**config.mk**
```make
export PLATFORM = sky130hd
export DESIGN_NAME = decoder_onehot_seq
export DESIGN_NICKNAME = d
export VERILOG_FILES = /design/src/rtl/decoder_onehot_seq.sv
export SDC_FILE = /design/constraint.sdc
export NUM_CORES = 1
export LEC_CHECK = 0
export ABC_AREA = 1
export CAP_MARGIN = 40
export CORE_ASPECT_RATIO = 0.75
export CORE_MARGIN = 2
export CORE_UTILIZATION = 45
export CTS_BUF_LIST = sky130_fd_sc_hd__clkbuf_2 sky130_fd_sc_hd__clkbuf_4 sky130_fd_sc_hd__clkbuf_8
export DETAILED_ROUTE_END_ITERATION = 8
export DONT_BUFFER_PORTS = 1
export PLACE_DENSITY_LB_ADDON = 0.2
export SYNTH_ARGS = -nofsm -noshare
export SYNTH_HDL_FRONTEND = slang
export SYNTH_SLANG_ARGS = --single-unit
export TNS_END_PERCENT = 1
```
**constraint.sdc**
```tcl
create_clock -name clk -period 1.8 [get_ports clk]
set_input_delay 0.36 -clock clk [delete_from_list [all_inputs] [get_ports clk]]
set_output_delay 0.36 -clock clk [all_outputs]
set_load 0.02 [all_outputs]
```
**src/rtl/decoder_onehot_seq.sv**
```systemverilog
// Registered binary-to-one-hot decoder with LATCH, PULSE and SWEEP modes.
// Drives register-file enable selects; dec_out is always one-hot or zero.
//
// state   | meaning
// --------+-----------------------------------------------------------
// S_IDLE  | waiting for a load; LATCH values are held here
// S_PULSE | one-hot strobe active, cnt counts cycles up to PULSE_LEN
// S_SWEEP | walking the one-hot across all outputs, step counts steps
module decoder_onehot_seq #(
  parameter int IN_W      = 4,
  parameter int PULSE_LEN = 1
) (
  input  logic                 clk,
  input  logic                 clr,
  input  logic                 load,
  input  logic [1:0]           mode,
  input  logic [IN_W-1:0]      dec_in,
  output logic [2**IN_W-1:0]   dec_out,
  output logic                 busy,
  output logic                 done
);

  localparam int OUT_W = 2**IN_W;

  localparam logic [1:0] S_IDLE  = 2'd0;
  localparam logic [1:0] S_PULSE = 2'd1;
  localparam logic [1:0] S_SWEEP = 2'd2;

  localparam logic [1:0] M_LATCH = 2'd0;
  localparam logic [1:0] M_PULSE = 2'd1;
  localparam logic [1:0] M_SWEEP = 2'd2;

  localparam logic [7:0]    PULSE_LAST = 8'(PULSE_LEN);
  localparam logic [IN_W:0] SWEEP_LAST = (IN_W+1)'(OUT_W);

  logic [1:0]      state;
  logic [7:0]      cnt;
  logic [IN_W:0]   step;
  logic [IN_W-1:0] idx;
  logic [IN_W-1:0] idx_next;
  logic            accept;

  function automatic logic [OUT_W-1:0] onehot(input logic [IN_W-1:0] sel);
    onehot = {{(OUT_W-1){1'b0}}, 1'b1} << sel;
  endfunction

  // A load is taken only when nothing is in progress and the mode is defined.
  assign accept   = load && !busy && (mode != 2'b11);
  assign idx_next = idx + IN_W'(1);

  // Sequencer: accepts loads in IDLE and times out PULSE/SWEEP operations.
  always_ff @(posedge clk or negedge clr) begin
    if (!clr) begin
      state   <= S_IDLE;
      dec_out <= '0;
      busy    <= 1'b0;
      done    <= 1'b0;
      cnt     <= '0;
      step    <= '0;
      idx     <= '0;
    end else begin
      done <= 1'b0;
      case (state)
        S_IDLE: begin
          if (accept) begin
            dec_out <= onehot(dec_in);
            case (mode)
              M_LATCH: done <= 1'b1;
              M_PULSE: begin
                busy  <= 1'b1;
                state <= S_PULSE;
                cnt   <= 8'd1;
              end
              M_SWEEP: begin
                busy  <= 1'b1;
                state <= S_SWEEP;
                step  <= (IN_W+1)'(1);
                idx   <= dec_in;
              end
              default: ;
            endcase
          end
        end
        S_PULSE: begin
          if (cnt == PULSE_LAST) begin
            dec_out <= '0;
            busy    <= 1'b0;
            done    <= 1'b1;
            cnt     <= '0;
            state   <= S_IDLE;
          end else begin
            cnt <= cnt + 8'd1;
          end
        end
        S_SWEEP: begin
          if (step == SWEEP_LAST) begin
            dec_out <= '0;
            busy    <= 1'b0;
            done    <= 1'b1;
            step    <= '0;
            state   <= S_IDLE;
          end else begin
            // Index is IN_W bits wide, so the walk wraps OUT_W-1 -> 0 on its own.
            idx     <= idx_next;
            dec_out <= onehot(idx_next);
            step    <= step + (IN_W+1)'(1);
          end
        end
        default: begin
          dec_out <= '0;
          busy    <= 1'b0;
          state   <= S_IDLE;
        end
      endcase
    end
  end

endmodule
```
==> reports/results.ini <==
[final_layout]
antenna_cells = 0
stdcell_area_um2 = 2520
utilization = 0.514
layout.nets = 345
drive_gt1_frac = 0.117
synthToLayoutAreaGrowth_pct = 9.35

[critical_path]
path_buf_inv = 2
criticalPathCategory = reg2reg
start_kind = flop
path_common_cell = nand2_1
worst_setup_path_end_kind = flop
cp.arrival_ps = 1810
path_delay_family = simple AND/OR/NAND/NOR gates
crit_chain = inv_1, ha_1, nand2_1, inv_1, nand2_2, nand3_1, nor2_1, nand2_1, nand2_1, nand2_1, nand2_1
critPathMaxFanout = 9
cp.required_ps = 2040
crit_slowest_cell = dfrtp_1
max_stage_delay_ps = 370

[yosys]
ys.flop_type = dfrtp_1
synth_commonest_cells = 134 x nand2_1, 37 x dfrtp_1, 28 x inv_1, 17 x nand3_1, 17 x nor2_1
netlist_area_um2 = 2300
yosys_warnings = 0
yosysSeqAreaShare = 0.402
synth_edf_count = 0
ys_types = 29
synth_nets = 333
synthTopCellsByArea = dfrtp_1 40%, nand2_1 22%, ha_1 7.1%, inv_1 4.6%, nand3_1 3.7%
syn_inst = 311
postSynthAreaPerCell_um2 = 7.40
synth_seq_cells = 37
yosys.area.top_type_share = 0.402
yosysMostFrequentCell = nand2_1
yosysTopAreaCell = dfrtp_1
async_reset_ff_frac = 1.00

[clock_tree]
post-cts-setup-buffer-count = 0
path_clk_slew_ps = 80
cts_tree = yes
ctsResizeCount = 0
htreeDepth = 2
cts.sinks = 37
root_buffer = clkbuf_8
clk_latency_ps = 300
cts_buffers = 5
clockBufferDepth = 2

[route]
wl_um = 4770
first_pass_iters = 4
drc = 0
wl_per_cell_um = 12.4
ant_nets = 0
dr_total_vias = 1942
vias_per_cell = 5.06
drt_iter0_drc = 98

[global_routing]
grt_pass1_wl_um = 8400
globalRouteMet3Util = 0.0462
grt_usage = 0.186
grt_pass1_vias = 1815
grt_busiest_layer = met1
use_met2 = 0.260
antenna_found_initial = 0
grt-ovfl-total = 0
met1_usage = 0.279
grt_max_degree = 38

[timing]
setup_tns_ps = 0
fin_crit_ps = 1570
rsz0062_at_grt = false
fin_skew_ps = 11.0
setup-violations-final = 0
relSlewSlack = 0.640
drv_slew = 0
fin_crit_sh = 0.872
hold_violations = 0
worst_pin_slew_ps = 539
fmax_mhz = 637

[floorplan]
core_um2 = 4900
die-area_um2 = 5710
io_pins = 27
die_w_um = 86.6
die_h_um = 65.9
start_util = 0.470
rows = 22

[power]
powerDensity_nw_per_um2 = 1590
p_total_mw = 4.00
ir_drop_mv = 0.819
leakagePower_nw = 1.34

[place]
dp_hpwl_um = 3490
port_buffers = 0
dpl_cell_area_um2 = 2390
gp_congestion = 0.923

[worst_hold_path]
min_path_type = in2reg

[job]
drv_cap = 0

[status]
outcome = complete, no violations

[timing repair]
action / 4_1_cts / 5_1_grt
endpoints found under the setup margin: 0 / 0
hold buffers: 2 / 0
endpoints found under the hold margin: 37 / 0
[layout by cell type, fill, tap and decap left out, types with 4 or more instances in the layout]
cell and n:
clkbuf_8 6, nand2_4 4, inv_1 28, nand3_1 17
dfrtp_1 37, nor3_1 8, buf_4 6, nor2_1 17
nand2_1 134, o21ai_0 13, xor2_1 4, ha_1 13
inv_2 5
[per-layer routing]
| layer | up-vias | share of wire |
|---|---|---|
| li1 | 991 | - |
| met1 | 908 | 0.54 |
| met2 | 36 | 0.40 |
| met3 | 7 | 0.055 |
| met4 | 0 | 0.013 |
| met5 | - | 0 |
[cells by family after synthesis]
| family | Yosys count | share of synthesized area |
|---|---|---|
| AOI/OAI and AO/OA | 23 | 0.0565 |
| xor gates and xnor gates | 6 | 0.0228 |
| buffers and inverters | 37 | 0.0712 |
| DFF | 37 | 0.402 |
| adders and majority gates | 13 | 0.0707 |
| and+or+nand+nor | 195 | 0.377 |
[path summary, 6_finish.rpt]
| path | startpoint | endpoint | slack [ps] | cells after the start |
|---|---|---|---|---|
| min reg2reg | cnt[7] | cnt[7] | 540 | 2 |
| max in group asynchronous | clr | dec_out[14] | 1100 | 2 |
| min in group asynchronous | clr | cnt[4] | 500 | 2 |
| max reg2reg | step[0] | dec_out[4] | 230 | 11 |
| min | dec_in[0] | dec_out[0] | 310 | 5 |
| max | step[0] | dec_out[4] | 230 | 11 |
[per-stage QoR]
step / setup slack, ps / hold slack (ps) / instances
2_1_floorplan: 338 / 64.4 / 311
6_report: 231 / 315 / 384
5_1_grt: 33.0 / 337 / 384
3_3_place_gp: 263 / 65.3 / 374
3_5_place_dp: 256 / 65.3 / 374
4_1_cts: 253 / 310 / 384
[power by group]
part | internal (mW) | switching (mW)
Clock | 0.311 | 0.322
Sequential | 1.12 | 0.406
Combinational | 0.625 | 1.22
Total | 2.05 | 1.94
[layout make-up]
type / instances / area [µm²]
Clock buffer: 6 / 82.6
Clock inverter: 2 / 13.8
Tap cell: 60 / 75.1
Sequential cell: 37 / 926
Inverter: 34 / 133
Fill cell: 494 / 2380
Timing Repair Buffer: 8 / 75.1
Multi-Input combinational cell: 237 / 1210
[flip-flops by register name, indices dropped and copies added, names as in the netlist]
| name | count |
|---|---|
| dec_out | 16 |
| state | 2 |
| done | 1 |
| step | 5 |
| busy | 1 |
| idx | 4 |
| cnt | 8 |
[worst reg2reg max path, stage by stage, from the launching register on]
cell,delay [ps]
dfrtp_1,370
inv_1,80
ha_1,190
nand2_1,60
inv_1,40
nand2_2,180
nand3_1,140
nor2_1,200
nand2_1,70
nand2_1,70
nand2_1,60
nand2_1,50
Note: power is estimated with default switching activity, not from simulation.
